**src/rtl/shift_pkg.sv**
```systemverilog
// Shared definitions for the universal shift register.
// Mode codes, FSM states and the per-edge step function.
package shift_pkg;

  localparam int unsigned MAX_W = 64;

  typedef logic [MAX_W-1:0] word_t;

  localparam logic [2:0] MODE_HOLD = 3'd0;
  localparam logic [2:0] MODE_SHR  = 3'd1;
  localparam logic [2:0] MODE_SHL  = 3'd2;
  localparam logic [2:0] MODE_ROR  = 3'd3;
  localparam logic [2:0] MODE_ROL  = 3'd4;
  localparam logic [2:0] MODE_LOAD = 3'd5;

  typedef enum logic {
    ST_IDLE,
    ST_BURST
  } state_e;

  function automatic logic is_shift(
    input logic [2:0] m
  );
    return (m == MODE_SHR) || (m == MODE_SHL) ||
           (m == MODE_ROR) || (m == MODE_ROL);
  endfunction

  // q and ld must be zero above bit w-1; result keeps that property.
  function automatic word_t step_fn(
    input logic [2:0]  m,
    input word_t       q,
    input word_t       ld,
    input int unsigned w,
    input logic        sr,
    input logic        sl
  );
    word_t mask;
    word_t msb;
    word_t r;
    mask = (word_t'(1) << w) - word_t'(1);
    msb  = (q >> (w - 1)) & word_t'(1);
    r    = q;
    case (m)
      MODE_SHR:  r = (q >> 1) | (word_t'(sr) << (w - 1));
      MODE_SHL:  r = ((q << 1) | word_t'(sl)) & mask;
      MODE_ROR:  r = (q >> 1) | (word_t'(q[0]) << (w - 1));
      MODE_ROL:  r = ((q << 1) | msb) & mask;
      MODE_LOAD: r = ld & mask;
      default:   r = q;
    endcase
    return r;
  endfunction

endpackage

```
**src/rtl/shift_univ.sv**
```systemverilog
// Universal shift register with single-step ops and
// an auto-burst mode reporting busy and done.
module shift_univ
  import shift_pkg::*;
#(
  parameter int WIDTH = 4,
  parameter int CNT_W = 3
) (
  input  logic             clock,
  input  logic             clear,
  input  logic [2:0]       mode,
  input  logic [WIDTH-1:0] load_data,
  input  logic             ser_in_r,
  input  logic             ser_in_l,
  input  logic             start,
  input  logic [CNT_W-1:0] shift_count,
  output logic [WIDTH-1:0] q,
  output logic             ser_out_r,
  output logic             ser_out_l,
  output logic             busy,
  output logic             done
);

  localparam int unsigned W = WIDTH;

  state_e           state_q, state_d;
  logic [CNT_W-1:0] cnt_q, cnt_d;
  logic [2:0]       mlat_q, mlat_d;
  logic [WIDTH-1:0] q_q, q_d;
  logic             done_q, done_d;

  logic [2:0]       op;
  word_t            nxt;

  always_comb begin
    op = (state_q == ST_BURST) ? mlat_q : mode;
    nxt = step_fn(op, word_t'(q_q), word_t'(load_data),
                  W, ser_in_r, ser_in_l);
  end

  always_comb begin
    state_d = state_q;
    cnt_d   = cnt_q;
    mlat_d  = mlat_q;
    q_d     = q_q;
    done_d  = 1'b0;
    unique case (state_q)
      ST_IDLE: begin
        if (start && is_shift(mode)) begin
          // Zero-length burst completes immediately.
          if (shift_count == '0) begin
            done_d = 1'b1;
          end else begin
            state_d = ST_BURST;
            cnt_d   = shift_count;
            mlat_d  = mode;
          end
        end else begin
          q_d = nxt[WIDTH-1:0];
        end
      end
      ST_BURST: begin
        q_d   = nxt[WIDTH-1:0];
        cnt_d = cnt_q - CNT_W'(1);
        if (cnt_q == CNT_W'(1)) begin
          state_d = ST_IDLE;
          done_d  = 1'b1;
        end
      end
      default: state_d = ST_IDLE;
    endcase
  end

  always_ff @(posedge clock) begin
    if (clear) begin
      state_q <= ST_IDLE;
      cnt_q   <= '0;
      mlat_q  <= MODE_HOLD;
      q_q     <= '0;
      done_q  <= 1'b0;
    end else begin
      state_q <= state_d;
      cnt_q   <= cnt_d;
      mlat_q  <= mlat_d;
      q_q     <= q_d;
      done_q  <= done_d;
    end
  end

  assign q         = q_q;
  assign ser_out_r = q_q[0];
  assign ser_out_l = q_q[WIDTH-1];
  assign busy      = (state_q == ST_BURST);
  assign done      = done_q;

endmodule

```
**config.mk**
```make
export PLATFORM = sky130hd
export DESIGN_NAME = shift_univ
export DESIGN_NICKNAME = d
export VERILOG_FILES = /design/src/rtl/shift_pkg.sv /design/src/rtl/shift_univ.sv
export SDC_FILE = /design/constraint.sdc
export NUM_CORES = 1
export LEC_CHECK = 0
export CORE_MARGIN = 3
export CORE_UTILIZATION = 48
export CTS_BUF_LIST = sky130_fd_sc_hd__clkbuf_4
export DETAILED_ROUTE_END_ITERATION = 12
export GPL_TIMING_DRIVEN = 0
export PLACE_DENSITY = 0.79
export SYNTH_ARGS = -nofsm -noshare
export SYNTH_HDL_FRONTEND = slang
export SYNTH_SLANG_ARGS = --single-unit
```
**constraint.sdc**
```tcl
create_clock -name clock -period 2.4 [get_ports clock]
set_input_delay 0.72 -clock clock [delete_from_list [all_inputs] [get_ports clock]]
set_output_delay 0.72 -clock clock [all_outputs]
set_load 0.02 [all_outputs]
```
# Word level (Yosys, flattened, before mapping)
# Cells that the tools add are included.
dict set report op_classes {
  eq_ne 13
  add_sub_neg 1
  n_reduce_logical 7
  mux 15
  n_bitwise 6
}
# cell count
set op_table {}
lappend op_table {{$pmux W4 S5} 1}
lappend op_table {{$eq A3 B2 Y1 const B} 4}
lappend op_table {{$eq A3 B1 Y1 const B} 3}
lappend op_table {{$eq A3 B3 Y1 const B} 3}
lappend op_table {{$mux W3} 3}
lappend op_table {{$or A3 B4 Y4} 2}
lappend op_table {{$or A4 B1 Y4} 2}
lappend op_table {{$pmux W4 S2} 1}
lappend op_table {{$mux W1} 6}
lappend op_table {{$ne A2 B2 Y1 const B} 3}
lappend op_table {{$pmux W3 S2} 1}
lappend op_table {{$mux W4} 1}
lappend op_table {{$pmux W1 S2} 2}
lappend op_table {{$logic_not A3 Y1} 1}
lappend op_table {{$logic_or A1 B1 Y1} 3}
lappend op_table {{$reduce_and A3 Y1} 1}
lappend op_table {{$sub A3 B1 Y3 const B} 1}
lappend op_table {{$not A1 Y1} 2}
lappend op_table {{$reduce_and A2 Y1} 1}
lappend op_table {{$logic_and A1 B1 Y1} 1}
dict set report word_totals {
  out_inout_bits 8
  wordCells 47
  reg_bits 12
  input_bits 15
}

# Logic depth before layout (Yosys ltp)
# Gate-level depths: netlist of the first run.
dict set report logic_depth {
  word_depth 7
  mapped_depth 7
  ltp_nobuf 6
}

# Worst setup path after synthesis of the first run
# Ideal clock, no wire load.
dict set report synth_timing {
  path_type {in2reg}
  startpoint {input mode[0]}
  endpoint {register q_q[0], in the netlist q[0]}
  t_arrival_ns 2.000
  setup_time_ns 0.091
  cell_stages 6
  path_buffers 1
  slack_ns 0.309
  required_time_ns 2.309
  cell_sequence {or3_1 -> and3_4 -> buf_6 -> a221oi_4 -> nor2_1 -> a311oi_1}
}
dict set report synth_between {
  elab_chain_len 6
  word_cells_on_any_way 18
  cone_classes {10 x eq/ne; 4 x mux; 4 x reduce/logical}
}
# element line
set synth_lines {}
lappend synth_lines {{start: declaration} shift_univ.sv:11} ;# input logic [2:0] mode,
lappend synth_lines {{branches (longest 6 deep; another with $pmux W4 S5)} -}
lappend synth_lines {{end signal: assignment} shift_univ.sv:85} ;# q_q <= q_d;
lappend synth_lines {{end: declaration} shift_univ.sv:29} ;# logic [WIDTH-1:0] q_q, q_d;
# Parallel ways; which one is timed is not known. The select of a mux whose other input is x is not followed.
# A chain may end at the register's enable or synchronous reset.

# Final worst setup path of the first run
dict set report layout_timing {
  startpoint {input mode[0]}
  endpoint {register q_q[3], in the netlist q[3]}
}
# Same word-level chain as after synthesis.

==> results of run 1 <==
==> cells by family (layout without fill, tap and decap cells) <==
kind of cell | count (synthesis) | after routing | synth area share
xor gates and xnor gates | 3 | 3 | 0.0331
AOI/OAI and AO/OA | 31 | 31 | 0.281
muxes | 5 | 5 | 0.0710
DFF | 12 | 12 | 0.303
buffers and inverters | 9 | 37 | 0.0804
adders and majority gates | 2 | 2 | 0.0315
and+or+nand+nor | 32 | 32 | 0.200
==> registers in the layout (all words and copies together) (netlist names) <==
| register | cells |
|---|---|
| cnt_q | 3 |
| busy | 1 |
| done | 1 |
| q | 4 |
| mlat_q | 3 |
==> critical path, stage by stage <==
cell           delay (ns)
dlygate4sd2_1        0.30
or3_1                0.40
and3_4               0.18
buf_6                0.12
a221oi_4             0.33
buf_4                0.18
o21bai_1             0.06
a31oi_1              0.13
==> power by group through the flow <==
| stage | combinational, mW | clock [mW] | sequential (mW) |
|---|---|---|---|
| floorplan | 0.132 | 0 | 0.256 |
| global placement | 0.226 | 0 | 0.245 |
| detailed placement | 0.229 | 0 | 0.246 |
| CTS | 0.233 | 0.132 | 0.242 |
| global route | 0.263 | 0.143 | 0.246 |
| finish | 0.238 | 0.131 | 0.242 |
==> area by class of cell <==
| cell class | count | area (um^2) | share of cell area |
|---|---|---|---|
| plain buffers | 6 | 52.6 | 0.0487 |
| clock buffers | 3 | 22.5 | 0.0209 |
| clock inverters | 1 | 3.75 | 0.00348 |
| inverters | 3 | 11.3 | 0.0104 |
| multi-input cells | 73 | 493 | 0.457 |
| flip-flops and latches | 12 | 240 | 0.223 |
| well taps | 16 | 20.0 | 0.0186 |
| repair buffers | 24 | 235 | 0.218 |
==> cells in the final DEF (no fill, tap or decap) <==
cell	n
dlygate4sd2_1	2
o221ai_1	1
nand4_1	1
dfxtp_1	12
clkinv_1	1
clkbuf_1	1
clkbuf_4	3
nand2_1	8
and2_1	1
o21a_1	2
nor2_1	10
nor3_1	4
or3_1	2
dlymetal6s2s_1	1
a311oi_1	3
and3_1	3
clkdlybuf4s50_1	19
buf_6	3
a21oi_1	7
o21ai_0	6
and3_4	1
and4_1	1
o21bai_1	1
buf_4	4
inv_1	3
mux2i_2	2
mux2_2	2
ha_1	2
a221oi_1	2
xnor2_1	3
a211oi_1	5
or2b_1	1
mux2i_1	1
a221oi_4	1
a31oi_1	3
==> timing repair <==
item / in CTS / in global routing
resized for setup: 2 / 2
endpoints found under the setup margin: 2 / 4
pin swaps: 1 / 1
setup buffers: 1 / 1
==> synthesized netlist by cell type (all sizes together) <==
| cell | n | share of area |
|---|---|---|
| o221ai | 1 | 0.011 |
| inv | 3 | 0.014 |
| nand2 | 8 | 0.038 |
| and4 | 1 | 0.011 |
| and3 | 4 | 0.038 |
| o21bai | 1 | 0.0095 |
| clkbuf | 1 | 0.0047 |
| or2b | 1 | 0.0095 |
| a211oi | 5 | 0.047 |
| ha | 2 | 0.032 |
| or3 | 2 | 0.016 |
| a31oi | 3 | 0.024 |
| o21ai | 6 | 0.038 |
| nor3 | 4 | 0.025 |
| o21a | 2 | 0.019 |
| nand4 | 1 | 0.0079 |
| a21oi | 7 | 0.044 |
| buf | 5 | 0.062 |
| a221oi | 3 | 0.055 |
| xnor2 | 3 | 0.033 |
| mux2i | 3 | 0.043 |
| mux2 | 2 | 0.028 |
| nor2 | 10 | 0.047 |
| and2 | 1 | 0.0079 |
| a311oi | 3 | 0.033 |
| dfxtp | 12 | 0.30 |
==> routing by layer <==
metal,vias up,global-route usage
li1,409,-
met1,379,0.290
met2,29,0.305
met3,5,0.0508
met4,0,0.0663
met5,-,0
==> per-stage QoR <==
| step | util | area, um^2 |
|---|---|---|
| floorplan | - | 793 |
| global placement | 0.678 | 1030 |
| detailed placement | 0.678 | 1030 |
| CTS | 0.699 | 1060 |
| global route | 0.708 | 1080 |
| finish | 0.708 | 1080 |
==> how the worst max path moves through the flow <==
stage	from	to	slack [ns]
floorplan	mode[0]	q[0]	0.31
global placement	mode[0]	q[0]	-0.34
detailed placement	mode[0]	q[2]	-0.35
CTS	mode[2]	q[0]	0.04
global route	mode[0]	q[3]	0.06
finish	mode[0]	q[3]	0.19
==> reports/metrics.yaml, run 1 <==
run_status:
  status: "complete, no violations"
floorplan:
  ioPinCount: 23
  fp-row-count: 14
  chipWidth_um: 46.7
  core-area_um2: 1520
  die_h_um: 46.7
  die_area_um2: 2180
  initial_core_util: 0.521
route:
  route.met3.wl_um: 117
  detail_route.drc_violations: 0
  maxUsedRoutingLayer: "met4"
  drt_first_iter_violations: 25
  m1WireLength_um: 888
  drt-total-wl_mm: 1.88
  met2_length_um: 846
  postRouteAntennaNets: 0
  detailroute.via_count: 822
  avgRoutedWirePerCell_um: 13.6
  drtPass1Iterations: 4
  routed_via_density: 5.96
sta:
  setup-violations-final: 0
  final.hold.worst_slack_ns: 0.522
  fin_worst_skew_ns: 0.00625
  timing.final.hold_violations: 0
  part_of_the_cycle_the_worst_path_needs: 0.923
  setup_slack_ns: 0.185
  slew_violations: 0
  unrepaired_setup_endpoints_after_global_routing: "false"
  timing.max_slew.rel_slack: 0.594
  fin_tns_setup_ns: 0
  timing.final.crit_period_ns: 2.21
  fmax_mhz: 451
  tightest_slew_ns: 0.604
worst_setup_path:
  worst-r2r-cell-count: 7
  worst_ep_required_time_ns: 2.61
  path_class: "in2reg"
  critPathCaptureType: "register"
  regToRegEndpoint: "q[0]"
  timing.critical_path.arrival_ns: 2.43
  rr_startpoint: "busy"
  crit_path_max_fanout: 6
  r2r_setup_slack_ns: 0.54
  startpoint_type: "input pin"
placed_design:
  placed_cells: 132
  placement.setup.worst_slack_ns: -0.350
  number_of_buffer_cells_added_on_primary_ports: 22
  place_hpwl_mm: 1.39
  gp_congestion: 0.832
clocking:
  tritoncts_buffers: 3
  cts_tree: "yes"
  clock_sink_count: 12
  clock_tree.htree_level_count: 1
  cts_hold_repair.buffers: 0
  max-clock-path-buffers: 2
  cell_chosen_for_the_clock_root: "clkbuf_4"
  clkSlewWorstSetupHoldPaths_ns: 0.08
  clkLatencyLatePin_ns: 0.27
power:
  clockPowerShare: 0.214
  p_leak_nw: 0.411
  pwr-share-comb: 0.389
  swShare: 0.338
  share_seq_of_total_power: 0.397
  fin_total_pwr_mw: 0.611
  total_switching_power_mw: 0.207
  cell_internal_pwr_mw: 0.405
  powerDensity_nw_per_um2: 567
  worst_ir_drop_vdd_mv: 0.380
finish:
  area_added_between_synthesis_and_finish_pct: 36.0
  antenna-diode-count: 0
  post_route_cells_drive_above_1_share: 0.131
  post_layout_nonfiller_instances: 138
  design.final.nets: 140
  fillCellCount: 135
synthesis:
  per_instance_average_area_after_synthesis_um2: 8.44
  synth-seq-area-share: 0.303
  distinct_cell_type_count_after_synthesis: 30
  synth.ff_latch_count: 12
  ys_warn_count: 0
  postSynthNetCount: 111
  synth.cell_area_um2: 793
  synth_cells: 94
global_route:
  grt_pass1_vias: 753
  gr-usage-all-layers: 0.206
  grt_pass1_wl_mm: 3.25
  overflow: 0
  grt_max_degree: 11
  antenna_found_initial: 0
worst_hold_path:
  worstHoldPathType: "reg2reg"
  worstHoldEndpoint: "mlat_q[2]"
  min_delay_path_depth: 2
  worst_hold_startpoint: "mlat_q[2]"
run:
  cap_viol_max_count: 0
Note: power is estimated with default switching activity, not from simulation.
==> inputs of run 2 (changes only) <==
--- a/config.mk
+++ b/config.mk
@@ -6,11 +6,13 @@
 export NUM_CORES = 1
 export LEC_CHECK = 0
 export CORE_MARGIN = 3
-export CORE_UTILIZATION = 48
+export CORE_UTILIZATION = 50
 export CTS_BUF_LIST = sky130_fd_sc_hd__clkbuf_4
 export DETAILED_ROUTE_END_ITERATION = 12
+export DONT_BUFFER_PORTS = 1
 export GPL_TIMING_DRIVEN = 0
-export PLACE_DENSITY = 0.79
+export PLACE_DENSITY = 0.63
+export SKIP_CTS_REPAIR_TIMING = 1
 export SYNTH_ARGS = -nofsm -noshare
 export SYNTH_HDL_FRONTEND = slang
 export SYNTH_SLANG_ARGS = --single-unit
==> run 2 against run 1 <==
Compared with the run above:
- critical path depth shrank 2
- critical path type is now reg2reg
- non-clock buffer count shrank 24
- largest cell class unchanged
- largest power group unchanged
- first-iteration DRC count is the same
- sequential share of layout area grew 6.4 points
- power shrank 10%
- register-to-register slack lost 0.22 ns
- combinational power shrank 35%
==> reports/metrics.yaml, run 2 (same netlist as run 1, synthesis figures left out) <==
clocking:
  clkSlewWorstSetupHoldPaths_ns: 0.08  # about the same
  clock_tree.htree_level_count: 1  # unchanged
  max-clock-path-buffers: 2  # unchanged
  tritoncts_buffers: 3  # unchanged
  cell_chosen_for_the_clock_root: "clkbuf_4"
  cts_tree: "yes"
  clock_sink_count: 12  # unchanged
  clkLatencyLatePin_ns: 0.27  # about the same
sta:
  timing.final.hold_violations: 0  # unchanged
  slew_violations: 0  # unchanged
  final.hold.worst_slack_ns: 0.509  # -0.0126 ns
  timing.final.crit_period_ns: 2.08  # -0.135 ns
  setup_slack_ns: 0.320  # +0.135 ns
  setup-violations-final: 0  # unchanged
  fin_tns_setup_ns: 0  # unchanged
  fin_worst_skew_ns: 0.00167  # -0.00459 ns
  tightest_slew_ns: 0.615  # +0.0110 ns
  fmax_mhz: 481  # +6.5%
  unrepaired_setup_endpoints_after_global_routing: "false"
  part_of_the_cycle_the_worst_path_needs: 0.867  # -0.0561
  timing.max_slew.rel_slack: 0.587  # -0.00741
worst_setup_path:
  startpoint_type: "register"
  path_cells: "buf_6 > mux2i_1 > nor2_1 > and3_1 > or3_1 > a311oi_1"
  critPathCaptureType: "register"
  worst_ep_required_time_ns: 2.59  # -0.02 ns
  critical-path-max-stage-delay_ns: 0.49  # +0.09 ns
  timing.critical_path.arrival_ns: 2.27  # -0.16 ns
  crit_path_max_fanout: 8  # +2
  path_class: "reg2reg"
  slowest_stage_cell_on_the_critical_path: "mux2i_1"
floorplan:
  core-area_um2: 1400  # -8.2%
  fp-row-count: 13  # -1
  chipWidth_um: 45.8  # -1.8%
  ioPinCount: 23  # unchanged
  die_h_um: 45.8  # -1.8%
  die_area_um2: 2100  # -3.5%
  initial_core_util: 0.567  # +0.0466
finish:
  finalCoreUtilization: 0.599  # -0.108
  most-common-layout-cells: "12 x dfxtp_1, 10 x nor2_1, 8 x nand2_1, 7 x a21oi_1, 6 x o21ai_0"
  design.final.nets: 116  # -17%
  largest_register_ffs: 4  # unchanged
  finish.instance_area_um2: 838  # -22%
  mostFrequentLayoutCell: "dfxtp_1"
  post_route_cells_drive_above_1_share: 0.133  # +0.00151
  post_layout_nonfiller_instances: 113  # -18%
  antenna-diode-count: 0  # unchanged
  area_added_between_synthesis_and_finish_pct: 5.68
  fillCellCount: 135  # unchanged
power:
  p_leak_nw: 0.305  # -26%
  share_seq_of_total_power: 0.472  # +0.075
  total_switching_power_mw: 0.196  # -5.2%
  swShare: 0.357  # +0.0194
  pwr-share-comb: 0.282  # -0.107
  clockPowerShare: 0.245  # +0.031
  powerDensity_nw_per_um2: 654  # +15%
  worst_ir_drop_vdd_mv: 0.325  # -15%
  fin_total_pwr_mw: 0.548  # -10%
  cell_internal_pwr_mw: 0.352  # -13%
placed_design:
  place_hpwl_mm: 1.43  # +3.1%
  gp_congestion: 0.758  # -9.0%
  placed_cells: 109  # -17%
  placement.setup.worst_slack_ns: 0.216  # +0.565 ns
  number_of_buffer_cells_added_on_primary_ports: 0  # -100%
  dpl-instance-area_um2: 812  # -21%
global_route:
  grt_pass1_wl_mm: 2.92  # -10%
  antenna_found_initial: 0  # unchanged
  grt_pass1_vias: 624  # -17%
  gr-usage-all-layers: 0.195  # -0.0110
  grt_max_degree: 11  # unchanged
  overflow: 0  # unchanged
route:
  postRouteAntennaNets: 0  # unchanged
  detail_route.drc_violations: 0  # unchanged
  drt_first_iter_violations: 25  # unchanged
  detailroute.via_count: 723  # -12%
  avgRoutedWirePerCell_um: 16.4  # +20%
  routed_via_density: 6.40  # +7.4%
  drt-total-wl_mm: 1.85  # -1.5%
  drtPass1Iterations: 4  # unchanged
run_status:
  status: "complete, no violations"
worst_hold_path:
  worstHoldPathType: "in2reg"
run:
  cap_viol_max_count: 0  # unchanged
-- run 2: cell types whose count changed in the layout (fill, tap and decap cells not counted), sizes merged --
cell | before | now
clkdlybuf4s50 | 19 | 0
buf | 7 | 5
dlygate4sd2 | 2 | 0
dlymetal6s2s | 1 | 0
-- run 2: final timing paths --
path              from        end  slack (ns)  cells past startpoint
max               busy       q[0]        0.32                      6
min              clear   cnt_q[1]        0.51                      1
max reg2reg       busy       q[0]        0.32                      6
min reg2reg  mlat_q[2]  mlat_q[2]        0.52                      2
-- run 2: power groups by stage --
stage	logic (mW)	registers (mW)	clock network [mW]
2_1_floorplan	0.132	0.256	0
3_3_place_gp	0.151	0.263	0
3_5_place_dp	0.154	0.264	0
4_1_cts	0.154	0.259	0.137
5_1_grt	0.173	0.261	0.149
6_report	0.155	0.259	0.134
-- run 2: final cells by class --
cell class | instances | area [um^2] | area share
Multi-Input combinational cell | 73 | 489 | 0.584
Sequential cell | 12 | 240 | 0.287
Buffer | 6 | 52.6 | 0.0627
Clock buffer | 3 | 22.5 | 0.0269
Tap cell | 15 | 18.8 | 0.0224
Inverter | 3 | 11.3 | 0.0134
Clock inverter | 1 | 3.75 | 0.00448
-- run 2: worst max-delay path: cells and delay by family (launching register included) --
kind            cells  cell delay, ns
flops               1            0.46
simple gates        3            0.64
buf+inv             1            0.17
compound gates      1            0.23
mux                 1            0.49
-- run 2: layer usage --
layer  wire (um)  global-route usage
met3         197              0.0593
met5           0                   0
met2         864               0.290
met1         779               0.272
met4           8              0.0511
